==> src/rtl/mem_bus_arbiter_pkg.sv <==
// rtl/mem_bus_arbiter_pkg.sv - shared encodings, counter widths and reset constants for mem_bus_arbiter
package mem_bus_arbiter_pkg;

    typedef enum logic [1:0] {
        ARB_IDLE = 2'd0,
        ARB_BUSY = 2'd1,
        ARB_DONE = 2'd2
    } arb_state_t;

    localparam logic GNT_I = 1'b0;
    localparam logic GNT_D = 1'b1;

    localparam int STREAK_W = 4;
    localparam int TMO_W    = 16;

    localparam logic        RST_ENABLE = 1'b1;
    localparam logic [31:0] ZERO_WORD  = 32'h0000_0000;

endpackage

==> src/rtl/mem_bus_arbiter_arb_pick.sv <==
// rtl/mem_bus_arbiter_arb_pick.sv - combinational I/D winner select, D-priority with starvation limit
module arb_pick
    import mem_bus_arbiter_pkg::*;
#(
    parameter int MAX_DSTREAK = 4
) (
    input  logic                i_req,
    input  logic                d_req,
    input  logic [STREAK_W-1:0] streak,
    output logic                valid,
    output logic                gnt
);

    logic i_forced;

    assign i_forced = i_req && (streak == STREAK_W'(MAX_DSTREAK));
    assign valid    = i_req || d_req;
    assign gnt      = (d_req && !i_forced) ? GNT_D : GNT_I;

endmodule

==> src/rtl/mem_bus_arbiter.sv <==
// rtl/mem_bus_arbiter.sv - shares one memory bus between the fetch (I) and load/store (D) ports
// Optional bus timeout enabled by defining ARB_TIMEOUT_EN.
module mem_bus_arbiter
    import mem_bus_arbiter_pkg::*;
#(
    parameter int ADDR_W      = 32,
    parameter int DATA_W      = 32,
    parameter int MAX_DSTREAK = 4
`ifdef ARB_TIMEOUT_EN
    ,
    parameter int TIMEOUT_CYCLES = 16
`endif
) (
    input  logic              clk,
    input  logic              rst,
    input  logic              i_req,
    input  logic [ADDR_W-1:0] i_addr,
    output logic [DATA_W-1:0] i_rdata,
    output logic              i_ack,
    input  logic              d_req,
    input  logic              d_we,
    input  logic [3:0]        d_sel,
    input  logic [ADDR_W-1:0] d_addr,
    input  logic [DATA_W-1:0] d_wdata,
    output logic [DATA_W-1:0] d_rdata,
    output logic              d_ack,
    output logic              m_req,
    output logic              m_we,
    output logic [3:0]        m_sel,
    output logic [ADDR_W-1:0] m_addr,
    output logic [DATA_W-1:0] m_wdata,
    input  logic [DATA_W-1:0] m_rdata,
    input  logic              m_ack,
    output logic              stall_req,
    output logic              bus_err
);

    arb_state_t          state, state_nxt;
    logic                gnt, gnt_nxt;
    logic [STREAK_W-1:0] streak, streak_nxt;
    logic                pick_valid, pick_gnt;
    logic                m_req_nxt, m_we_nxt, i_ack_nxt, d_ack_nxt;
    logic [3:0]          m_sel_nxt;
    logic [ADDR_W-1:0]   m_addr_nxt;
    logic [DATA_W-1:0]   m_wdata_nxt, i_rdata_nxt, d_rdata_nxt;
    logic                fin;
    logic [DATA_W-1:0]   fin_data;
`ifdef ARB_TIMEOUT_EN
    logic [TMO_W-1:0]    tmo_cnt, tmo_nxt;
    logic                bus_err_nxt;
`endif

    arb_pick #(
        .MAX_DSTREAK (MAX_DSTREAK)
    ) u_arb_pick (
        .i_req  (i_req),
        .d_req  (d_req),
        .streak (streak),
        .valid  (pick_valid),
        .gnt    (pick_gnt)
    );

    assign stall_req = (i_req && !i_ack) || (d_req && !d_ack);

    always_comb begin
        state_nxt   = state;
        gnt_nxt     = gnt;
        streak_nxt  = streak;
        m_req_nxt   = m_req;
        m_we_nxt    = m_we;
        m_sel_nxt   = m_sel;
        m_addr_nxt  = m_addr;
        m_wdata_nxt = m_wdata;
        i_rdata_nxt = i_rdata;
        d_rdata_nxt = d_rdata;
        i_ack_nxt   = 1'b0;
        d_ack_nxt   = 1'b0;
        fin         = 1'b0;
        fin_data    = m_rdata;
`ifdef ARB_TIMEOUT_EN
        tmo_nxt     = tmo_cnt;
        bus_err_nxt = 1'b0;
`endif
        case (state)
            ARB_IDLE: begin
                // Streak only grows while a fetch is actually being held off.
                if (pick_valid && pick_gnt == GNT_D && i_req)
                    streak_nxt = (streak == '1) ? streak : streak + 1'b1;
                else
                    streak_nxt = '0;
                if (pick_valid) begin
                    state_nxt = ARB_BUSY;
                    gnt_nxt   = pick_gnt;
                    m_req_nxt = 1'b1;
`ifdef ARB_TIMEOUT_EN
                    tmo_nxt   = '0;
`endif
                    if (pick_gnt == GNT_D) begin
                        m_we_nxt    = d_we;
                        m_sel_nxt   = d_sel;
                        m_addr_nxt  = d_addr;
                        m_wdata_nxt = d_wdata;
                    end else begin
                        m_we_nxt    = 1'b0;
                        m_sel_nxt   = 4'hF;
                        m_addr_nxt  = i_addr;
                        m_wdata_nxt = '0;
                    end
                end
            end
            ARB_BUSY: begin
                if (m_ack) begin
                    fin = 1'b1;
                end
`ifdef ARB_TIMEOUT_EN
                else if (tmo_cnt == TMO_W'(TIMEOUT_CYCLES - 1)) begin
                    fin         = 1'b1;
                    fin_data    = '0;
                    bus_err_nxt = 1'b1;
                end else begin
                    tmo_nxt = tmo_cnt + 1'b1;
                end
`endif
                if (fin) begin
                    state_nxt = ARB_DONE;
                    m_req_nxt = 1'b0;
                    if (gnt == GNT_I) begin
                        i_ack_nxt   = 1'b1;
                        i_rdata_nxt = fin_data;
                    end else begin
                        d_ack_nxt = 1'b1;
                        if (!m_we)
                            d_rdata_nxt = fin_data;
                    end
                end
            end
            ARB_DONE: state_nxt = ARB_IDLE;
            default:  state_nxt = ARB_IDLE;
        endcase
    end

    always_ff @(posedge clk) begin
        if (rst == RST_ENABLE) begin
            state   <= ARB_IDLE;
            gnt     <= GNT_I;
            streak  <= '0;
            m_req   <= 1'b0;
            m_we    <= 1'b0;
            m_sel   <= 4'h0;
            m_addr  <= '0;
            m_wdata <= DATA_W'(ZERO_WORD);
            i_rdata <= DATA_W'(ZERO_WORD);
            d_rdata <= DATA_W'(ZERO_WORD);
            i_ack   <= 1'b0;
            d_ack   <= 1'b0;
        end else begin
            state   <= state_nxt;
            gnt     <= gnt_nxt;
            streak  <= streak_nxt;
            m_req   <= m_req_nxt;
            m_we    <= m_we_nxt;
            m_sel   <= m_sel_nxt;
            m_addr  <= m_addr_nxt;
            m_wdata <= m_wdata_nxt;
            i_rdata <= i_rdata_nxt;
            d_rdata <= d_rdata_nxt;
            i_ack   <= i_ack_nxt;
            d_ack   <= d_ack_nxt;
        end
    end

`ifdef ARB_TIMEOUT_EN
    always_ff @(posedge clk) begin
        if (rst == RST_ENABLE) begin
            tmo_cnt <= '0;
            bus_err <= 1'b0;
        end else begin
            tmo_cnt <= tmo_nxt;
            bus_err <= bus_err_nxt;
        end
    end
`else
    assign bus_err = 1'b0;
`endif

endmodule

==> config.mk <==
export PLATFORM = sky130hd
export DESIGN_NAME = mem_bus_arbiter
export DESIGN_NICKNAME = d
export VERILOG_FILES = /design/src/rtl/mem_bus_arbiter_pkg.sv /design/src/rtl/mem_bus_arbiter_arb_pick.sv /design/src/rtl/mem_bus_arbiter.sv
export SDC_FILE = /design/constraint.sdc
export NUM_CORES = 1
export LEC_CHECK = 0
export CAP_MARGIN = 20
export CELL_PAD_IN_SITES_DETAIL_PLACEMENT = 1
export CELL_PAD_IN_SITES_GLOBAL_PLACEMENT = 1
export CORE_ASPECT_RATIO = 0.6
export CORE_MARGIN = 2
export CORE_UTILIZATION = 31
export DETAILED_ROUTE_END_ITERATION = 16
export GPL_TIMING_DRIVEN = 0
export PLACE_DENSITY_LB_ADDON = 0.2
export SYNTH_ARGS = -nofsm -noshare
export SYNTH_HDL_FRONTEND = slang
export SYNTH_HIERARCHICAL = 1
export SYNTH_SLANG_ARGS = --single-unit
==> constraint.sdc <==
create_clock -name clk -period 2.74 [get_ports clk]
set_clock_uncertainty 0.1 [all_clocks]
set_input_delay 0.274 -clock clk [delete_from_list [all_inputs] [get_ports clk]]
set_output_delay 0.274 -clock clk [all_outputs]
set_load 0.05 [all_outputs]
==> run_results.csv, run 1 <==
group,metric,value,unit
die,dieArea,0.01943,mm^2
sta,slew_headroom,52.32,%
routing,viasPerCell,4.815,
power_and_ir_drop,p_comb_share,22.1,%
power_and_ir_drop,p_int,4.288,mW
routing,remaining_drc_errors,0,
die,fp.coreArea,0.01802,mm^2
synth,ys_seq_area_share,50.46,%
grt,grt-ovfl-total,0,
finish,seq_area,0.002863,mm^2
clock_network,postCtsResizedCells,0,
synth,yosysTopAreaCellShare,50.46,%
sta,rsz0062_at_grt,"false",
worst_setup_path,path_class,"primary input to output port",
synth,syn_inst,655,
run_status,status,"finished, final reports clean",
sta,setup_violations,0,
routing,drt-wirelength-per-cell,17.35,um
routing,drtIter0Drc,315,
worst_setup_path,rr_endpoint,"m_addr[29]",
power_and_ir_drop,ir_worst_vdd,434.9,uV
routing,routed_wl,20820,um
placed_design,portBuffers,273,
sta,drv_slew,0,
worst_setup_path,start_kind,"primary input",
grt,grt_pass1_wl,31800,um
grt,antenna_found_initial,0,
finish,multi_input_comb_area,0.002440,mm^2
grt,grt_max_degree,17,
power_and_ir_drop,leakage,3.388,nW
synth,async_reset_ff_share,0,%
clock_network,cts-root-buf,"clkbuf_16",
worst_setup_path,crit_path_top_delay_cell,"clkdlybuf4s50_1",
clock_network,cts_tree,"done",
grt,grt_pass1_vias,5880,
clock_network,clkLatencyLatePin,410,ps
sta,tightestPinTransition,715.1,ps
finish,fillers,2090,
synth,ys_warn_count,6,
sta,fmax,0.4454,GHz
synth,syn_area,0.005673,mm^2
worst_setup_path,crit_chain,"clkdlybuf4s50_1 -> inv_1 -> o22ai_1 -> clkdlybuf4s50_1",
worst_hold_path,worstHoldStart,"rst",
worst_setup_path,reg2regPathDepth,6,
worst_setup_path,cp_common_cell,"clkdlybuf4s50_1",
clock_network,cts-htree-levels,4,
worst_hold_path,hold_class,"primary input to flip-flop",
synth,ys_top_cells_by_area,"dfxtp_1 (50%), a21oi_1 (8.8%), nand2_1 (6.6%)",
routing,first_pass_iters,4,
synth,ys_ff_latch,143,
finish,final_util,51.80,%
routing,num_vias,5778,
power_and_ir_drop,power.density,656.0,mW/mm^2
finish,finalNetCount,1086,
clock_network,clkTransAtPathRegs,60,ps
die,io_pins,276,
power_and_ir_drop,power_frac_seq,36.9,%
synth,yosys.area.top_type,"dfxtp_1",
worst_setup_path,cpPeakStageDelay,850,ps
worst_hold_path,min_to,"state[0]",
job,drv_cap,0,
power_and_ir_drop,clockPowerShare,41.0,%
clock_network,numCtsBuffers,17,
finish,antennaDiodeCount,0,
finish,areaGrowthSynthToFinish,64.53,%
synth,synthTopCellsByCount,"dfxtp_1 (143), a21oi_1 (100), nand2_1 (100)",
worst_setup_path,crit_arrival,1870,ps
worst_setup_path,critPathBufInv,3,
clock_network,post_cts_buffers,0,
die,die_h,108.8,um
sta,fin_crit,2245,ps
worst_setup_path,endpoint_kind,"output port",
placed_design,gp_congestion,0.7732,
power_and_ir_drop,sw_frac_of_total,29.97,%
synth,syn_area_per_cell,8.661,um^2
die,num_rows,38,
power_and_ir_drop,power.switching,1.835,mW
worst_setup_path,r2r_start,"streak[3]",
clock_network,clk_path_buf_depth,2,
synth,synth_flop_cell,"dfxtp_1",
clock_network,hold_buffers,0,
die,dieWidth,178.6,um
routing,ant_nets,0,
placed_design,dp_hpwl,16080,um
worst_setup_path,worst-r2r-setup-slack,760,ps
finish,drive_above_1_share,8.021,%
sta,finalCritPeriodShare,81.94,%
sta,final.setup.tns,0,ps
worst_setup_path,critPathTopFamily,"buffers and inverters",
worst_hold_path,min_path_cells,2,
synth,synth_edf_count,0,
synth,synth_nets,794,
worst_setup_path,critPathMaxFanout,5,
synth,yosysUniqueCellTypes,36,
worst_setup_path,cp.required,2370,ps
synth,yosysMostFrequentCell,"dfxtp_1",
sta,hold_viol,0,
clock_network,cts.sinks,143,
die,start_util,31.48,%
grt,grtUsageTotal,21.31,%
cells in the final DEF (no fill, tap or decap), types with 6 or more instances in the layout:
cell	n
a211oi_1	23
a211oi_2	10
a21oi_1	100
buf_2	20
buf_6	11
clkbuf_1	32
clkbuf_16	17
clkdlybuf4s50_1	273
dfxtp_1	143
mux2i_1	34
nand2_1	100
nand3_1	68
nor2_1	40
nor3_1	6
o21ai_0	34
metal layers:
metal | up-vias | GRT usage [%] | wire length (um)
met5 | - | 0 | 0
met4 | 0 | 4.994 | 180
met3 | 15 | 6.660 | 1685
met2 | 196 | 32.63 | 8751
met1 | 2716 | 29.31 | 10210
li1 | 2851 | - | -
power by group through the flow:
| stage | logic, mW | registers, mW | clock network (mW) |
|---|---|---|---|
| after floorplan | 0.395 | 2.69 | 0 |
| after global placement | 1.35 | 2.30 | 0 |
| after detailed placement | 1.36 | 2.31 | 0 |
| after CTS | 1.37 | 2.26 | 2.57 |
| after global routing | 1.45 | 2.27 | 2.66 |
| final | 1.36 | 2.26 | 2.51 |
logic make-up (layout without fill, tap and decap cells):
logic type               count (synthesis)  in the layout  share of synthesized area (%)
AO/OA/AOI/OAI                          173            173                          17.91
adder cells (fa/ha/maj)                  1              1                         0.2205
buffers and inverters                   67            372                          6.529
flip-flops                             143            143                          50.46
multiplexers                            35             35                          6.198
other                                    1              1                        0.06610
AND/OR/NAND/NOR                        235            235                          18.62
stage by stage:
step	hold slack [ps]	power, mW	instances	setup WS [ps]	instance area [um^2]
2_1_floorplan	288.8	3.087	655	1061	5673
3_3_place_gp	338.4	3.653	1168	419.5	8706
3_5_place_dp	348.9	3.668	1168	412.3	8706
4_1_cts	100.6	6.193	1200	476.6	9334
5_1_grt	115.8	6.381	1200	448.0	9334
6_report	113.7	6.123	1200	494.9	9334
how the worst max path moves through the flow:
stage                     startpoint    endpoint  slack [ps]  cells after the start
after detailed placement       i_req  m_addr[29]         410                      7
after global placement         i_req  m_addr[29]         420                      7
after CTS                      i_req   stall_req         480                      4
after floorplan                i_ack   stall_req        1060                      1
final                          i_req   stall_req         490                      4
after global routing           i_req   stall_req         450                      4
flip-flops by register name, indices dropped and copies added, names as in the netlist:
signal / count
m_sel: 4
i_rdata: 32
m_we: 1
m_addr: 32
state: 2
d_ack: 1
streak: 4
i_ack: 1
gnt: 1
m_req: 1
d_rdata: 32
m_wdata: 32
final cells by class:
cell class | instances | area share, %
Sequential cell | 143 | 30.67
Timing Repair Buffer | 273 | 29.28
Multi-Input combinational cell | 445 | 26.14
Clock buffer | 20 | 4.786
Buffer | 64 | 3.847
Tap cell | 240 | 3.217
Clock inverter | 12 | 1.944
Inverter | 3 | 0.1206
No activity file was read; power rests on OpenSTA's default activity.
==> run 2, diff against run 1 <==
--- a/config.mk
+++ b/config.mk
@@ -10,7 +10,7 @@
 export CELL_PAD_IN_SITES_GLOBAL_PLACEMENT = 1
 export CORE_ASPECT_RATIO = 0.6
 export CORE_MARGIN = 2
-export CORE_UTILIZATION = 31
+export CORE_UTILIZATION = 29
 export DETAILED_ROUTE_END_ITERATION = 16
 export GPL_TIMING_DRIVEN = 0
 export PLACE_DENSITY_LB_ADDON = 0.2
==> constraint.sdc (replaced) <==
create_clock -name clk -period 2.17 [get_ports clk]
set_clock_uncertainty 0.1 [all_clocks]
set_input_delay 0.217 -clock clk [delete_from_list [all_inputs] [get_ports clk]]
set_output_delay 0.217 -clock clk [all_outputs]
set_load 0.05 [all_outputs]
==> run_results.csv, run 2 (synthesized netlist as in run 1, its figures left out) <==
group,metric,value,unit
run_status,status,"finished, final reports clean",
worst_setup_path,critPathTopFamily,"buffers and inverters",
clock_network,cts-htree-levels,4,
worst_hold_path,min_to,"state[0]",
job,drv_cap,0,
worst_setup_path,path_class,"flip-flop to output port",
placed_design,dp_hpwl,16380,um
worst_setup_path,cpPeakStageDelay,860,ps
clock_network,cts-root-buf,"clkbuf_16",
die,start_util,29.73,%
routing,ant_nets,0,
clock_network,clk_path_buf_depth,2,
clock_network,cts_tree,"done",
sta,setup_violations,0,
clock_network,postCtsResizedCells,0,
die,dieWidth,184.6,um
worst_hold_path,hold_class,"primary input to flip-flop",
worst_hold_path,worstHoldStart,"rst",
worst_setup_path,crit_chain,"clkdlybuf4s50_1",
worst_hold_path,min_path_cells,2,
routing,drtIter0Drc,320,
clock_network,hold_buffers,0,
finish,drive_above_1_share,7.716,%
finish,seq_area,0.002863,mm^2
grt,grt_pass1_wl,33880,um
worst_setup_path,crit_arrival,1660,ps
finish,multi_input_comb_area,0.002440,mm^2
routing,first_pass_iters,5,
sta,final.setup.tns,0,ps
finish,antennaDiodeCount,0,
sta,rsz0062_at_grt,"false",
sta,slew_headroom,51.89,%
finish,layout_common_cells,"clkdlybuf4s50_1 (272), dfxtp_1 (143), a21oi_1 (100), nand2_1 (100), nand3_1 (68)",
routing,drt-wirelength-per-cell,17.69,um
grt,antenna_found_initial,0,
worst_setup_path,rr_endpoint,"m_addr[29]",
clock_network,cts.sinks,143,
grt,grtUsageTotal,21.24,%
placed_design,gp_congestion,0.7893,
worst_setup_path,critPathBufInv,1,
placed_design,portBuffers,273,
worst_setup_path,crit_path_top_delay_cell,"clkdlybuf4s50_1",
routing,remaining_drc_errors,0,
routing,wl_met3,1730,um
worst_setup_path,critPathMaxFanout,4,
power_and_ir_drop,leakage,3.361,nW
routing,wl_met1,10450,um
finish,areaGrowthSynthToFinish,63.83,%
sta,finalCritPeriodShare,91.06,%
clock_network,numCtsBuffers,17,
finish,layout_commonest_cell,"clkdlybuf4s50_1",
worst_setup_path,worst-r2r-setup-slack,220,ps
sta,hold_viol,0,
grt,grt-ovfl-total,0,
finish,finalNetCount,1086,
routing,highest_layer,"met4",
finish,final_util,48.71,%
worst_setup_path,start_kind,"flip-flop",
placed_design,dp.cells,1194,
worst_setup_path,cp.required,1850,ps
grt,grt_max_degree,17,
power_and_ir_drop,p_total,7.376,mW
grt,grt_pass1_vias,6093,
routing,viasPerCell,4.784,
die,dieArea,0.02073,mm^2
finish,final_cell_count_no_fill,1225,
finish,fillers,2214,
worst_setup_path,reg2regPathDepth,6,
worst_setup_path,r2r_start,"streak[3]",
worst_setup_path,endpoint_kind,"output port",
sta,drv_slew,0,
die,fp.coreArea,0.01908,mm^2
routing,routed_wl,21670,um
routing,wl_met2,9275,um
clock_network,post_cts_buffers,0,
routing,num_vias,5861,
die,num_rows,39,
die,die_h,112.3,um
clock_network,clkTransAtPathRegs,60,ps
power_and_ir_drop,ir_worst_vdd,544.1,uV
sta,fmax,0.5061,GHz
power_and_ir_drop,power.density,793.7,mW/mm^2
clock_network,clkLatencyLatePin,420,ps
sta,fin_crit,1976,ps
sta,tightestPinTransition,721.6,ps
die,io_pins,276,
==> run 2: cell count changes in the layout (fill, tap and decap cells not counted) <==
cell	previous run	this run
clkinv_4	2	0
clkbuf_8	1	4
clkbuf_1	32	34
inv_6	3	0
clkdlybuf4s50_1	273	272
dlymetal6s2s_1	0	1
clkinv_2	2	4
bufinv_16	4	1
==> run 2: how the worst max path moves through the flow <==
stage              start         end  slack, ps  cells after the start
5_1_grt        streak[3]  m_addr[29]         20                      6
3_5_place_dp       i_req  m_addr[22]       -100                      6
4_1_cts            i_req   stall_req          1                      4
2_1_floorplan  streak[3]   streak[0]        500                      6
3_3_place_gp       i_req  m_addr[29]       -100                      7
6_report            m_we        m_we        190                      1
==> run 2: layer usage <==
layer  vias to the layer above  GRT usage (%)
met5                         -              0
met4                         0          5.333
li1                       2848              -
met1                      2806          29.22
met3                        15          6.976
met2                       192          32.06
==> run 2: stage by stage <==
stage	hold WS, ps	setup slack [ps]	cell area, um^2
6_report	62.93	194.1	9294
5_1_grt	80.04	17.02	9294
4_1_cts	46.83	1.051	9291
3_5_place_dp	345.2	-97.87	8738
3_3_place_gp	338.9	-95.30	8738
2_1_floorplan	231.8	501.4	5673
==> run 2: report_power, final <==
group          switching [mW]  internal (mW)  leakage, nW
sequential             0.0800           2.78         1.17
clock                    1.11           1.68        0.273
combinational            1.05          0.670         1.92
total                    2.25           5.13         3.36
==> run 2: cell type report <==
class / count / area share, %
Sequential cell: 143 / 30.80
Buffer: 64 / 3.864
Inverter: 3 / 0.1212
Clock buffer: 25 / 5.331
Clock inverter: 6 / 0.6193
Multi-Input combinational cell: 445 / 26.25
Timing Repair Buffer: 273 / 29.43
Tap cell: 266 / 3.581
==> RTL edit (config.mk and constraints of run 2) <==
The option `ARB_TIMEOUT_EN` is turned on by a define.
--- a/src/rtl/mem_bus_arbiter.sv
+++ b/src/rtl/mem_bus_arbiter.sv
@@ -1,4 +1,6 @@
 // rtl/mem_bus_arbiter.sv - shares one memory bus between the fetch (I) and load/store (D) ports
 // Optional bus timeout enabled by defining ARB_TIMEOUT_EN.
+`define ARB_TIMEOUT_EN
+
 module mem_bus_arbiter
     import mem_bus_arbiter_pkg::*;
Behaviour: same outputs for any inputs over 4 cycles, from zero or initial values and one cycle with rst high; that may be too few to reach the edited logic, so the function may still have changed.
==> RTL edit against run 2 <==
Sequential cell count increased by 17. Wire length increased by 5.3%. Cell count decreased by 0.33%. Cell area increased by 7.2%. Die area increased by 8.1%. Fmax decreased by 5.2%. Count of clock-buffer cells in the layout decreased by 5. Register-to-register slack got worse by 0.13 ns. Worst setup slack got worse by 0.11 ns. Synthesized area increased by 8.3%. Largest power group is now clock. Critical path depth increased by 5. Power increased by 13%. First-iteration DRC count increased by 1.3%.
==> RTL edit: results (changes against run 2) <==
stage	metric	value	unit	change
min_path	hold_end	d_rdata[31]		
power_and_ir_drop	p_leak	3.70	nW	+10%
drt	drtIter0Drc	324		+1.3%
critical_path	critPathArrivalTime	2.36	ns	+0.70 ns
logic_synthesis	yosys-top-cells-count	dfxtp_1 (160), a22o_1 (62), nand3_1 (47), nor2_1 (47)		
drt	wl_per_cell	18.7	um	+5.6%
logic_synthesis	muxShareOfSynthArea	5.37	%	-0.82 points
logic_synthesis	ys_seq_area_share	52.1	%	+1.7 points
clock_network	cts-resized-gates	13		+13
critical_path	r2r_end	d_rdata[17]		
min_path	hp-start	m_ack		
power_and_ir_drop	p_clk	0.00342	W	+22%
status	status	completed		
placement	dpl.hpwl	17.0	mm	+3.6%
global_routing	gr-usage-all-layers	20.5	%	-0.74 points
global_routing	grt_pass1_vias	6315		+3.6%
placement	place_inst	1191		-0.25%
logic_synthesis	synth-compound-area-share	21.7	%	+3.8 points
critical_path	crit_slowest_cell	dfxtp_1		
critical_path	cpPeakStageDelay	0.35	ns	-0.51 ns
timing	max_slew_margin	60.1	%	+8.2 points
drt	firstDrtPassIters	4		-1
min_path	holdPathStages	3		+1
placement	dpl_cell_area	9240	um2	+5.7%
critical_path	r2r_slack	0.09	ns	-0.13 ns
critical_path	r2r-start	tmo_cnt[0]		
logic_synthesis	syn_nets	778		-2.0%
power_and_ir_drop	seq_cell_power	0.00318	W	+11%
final_layout	nets	1069		-1.6%
placement	placement.io_buffers	274		+0.37%
logic_synthesis	synth_fa_ha_area_share	0.407	%	+0.19 points
final_layout	drive_above_1_share	8.07	%	+0.35 points
critical_path	crit_path_max_fanout	10		+6
logic_synthesis	synth_area_leaders	dfxtp_1 (52%), a22o_1 (8.8%), mux2i_1 (5.4%), a211oi_1 (4.3%), nand3_1 (3.8%)		
clock_network	worstSkewPairLatency	0.44	ns	+0.02 ns
final_layout	fill_cells	2300		+3.9%
logic_synthesis	synthCells	638		-2.6%
==> RTL edit: worst max-delay path by stage <==
stage	from	endpoint
2_1_floorplan	tmo_cnt[0]	tmo_cnt[11]
3_3_place_gp	i_req	m_addr[24]
3_5_place_dp	i_req	m_addr[11]
4_1_cts	state[1]	d_rdata[23]
5_1_grt	state[0]	i_rdata[2]
6_report	tmo_cnt[0]	d_rdata[17]
==> RTL edit: critical path: cells and delay by family, from the launching register on <==
| family | cells | cell delay (ns) |
|---|---|---|
| AOI/OAI and AO/OA | 3 | 0.78 |
| buffers and inverters | 1 | 0.32 |
| DFF | 1 | 0.35 |
| adders and majority gates | 1 | 0.26 |
| and+or+nand+nor | 1 | 0.22 |
==> RTL edit: layer usage <==
metal	GRT usage [%]	wire length, um	vias to the layer above
li1	-	-	2944
met1	28.5	11300	2968
met4	5.85	305	0
met3	6.88	1550	24
met5	0	0	-
met2	30.1	9680	174
==> RTL edit: per-stage QoR <==
step                      worst slack [ns]  hold slack [ns]
after floorplan                      0.287            0.250
after global placement              -0.859            0.339
after global routing               0.00169            0.193
after CTS                          0.00354            0.123
final                               0.0860            0.146
after detailed placement            -0.908            0.346
==> RTL edit: layout make-up <==
cell class / instances / area (um2) / share of cell area, %
buffer: 55 / 255 / 2.56
clock buffer: 20 / 467 / 4.68
clock inverter: 12 / 203 / 2.03
inverter: 7 / 26.3 / 0.264
multi-input combinational: 414 / 2710 / 27.2
sequential: 160 / 3200 / 32.2
tap: 279 / 349 / 3.50
timing repair buffer: 274 / 2750 / 27.6
==> RTL edit: kinds of logic after synthesis <==
kind of cell               after synthesis
and+or+nand+nor                        196
adders and majority gates                2
AOI/OAI and AO/OA                      183
muxes                                   33
DFF                                    160
buffers and inverters                   64
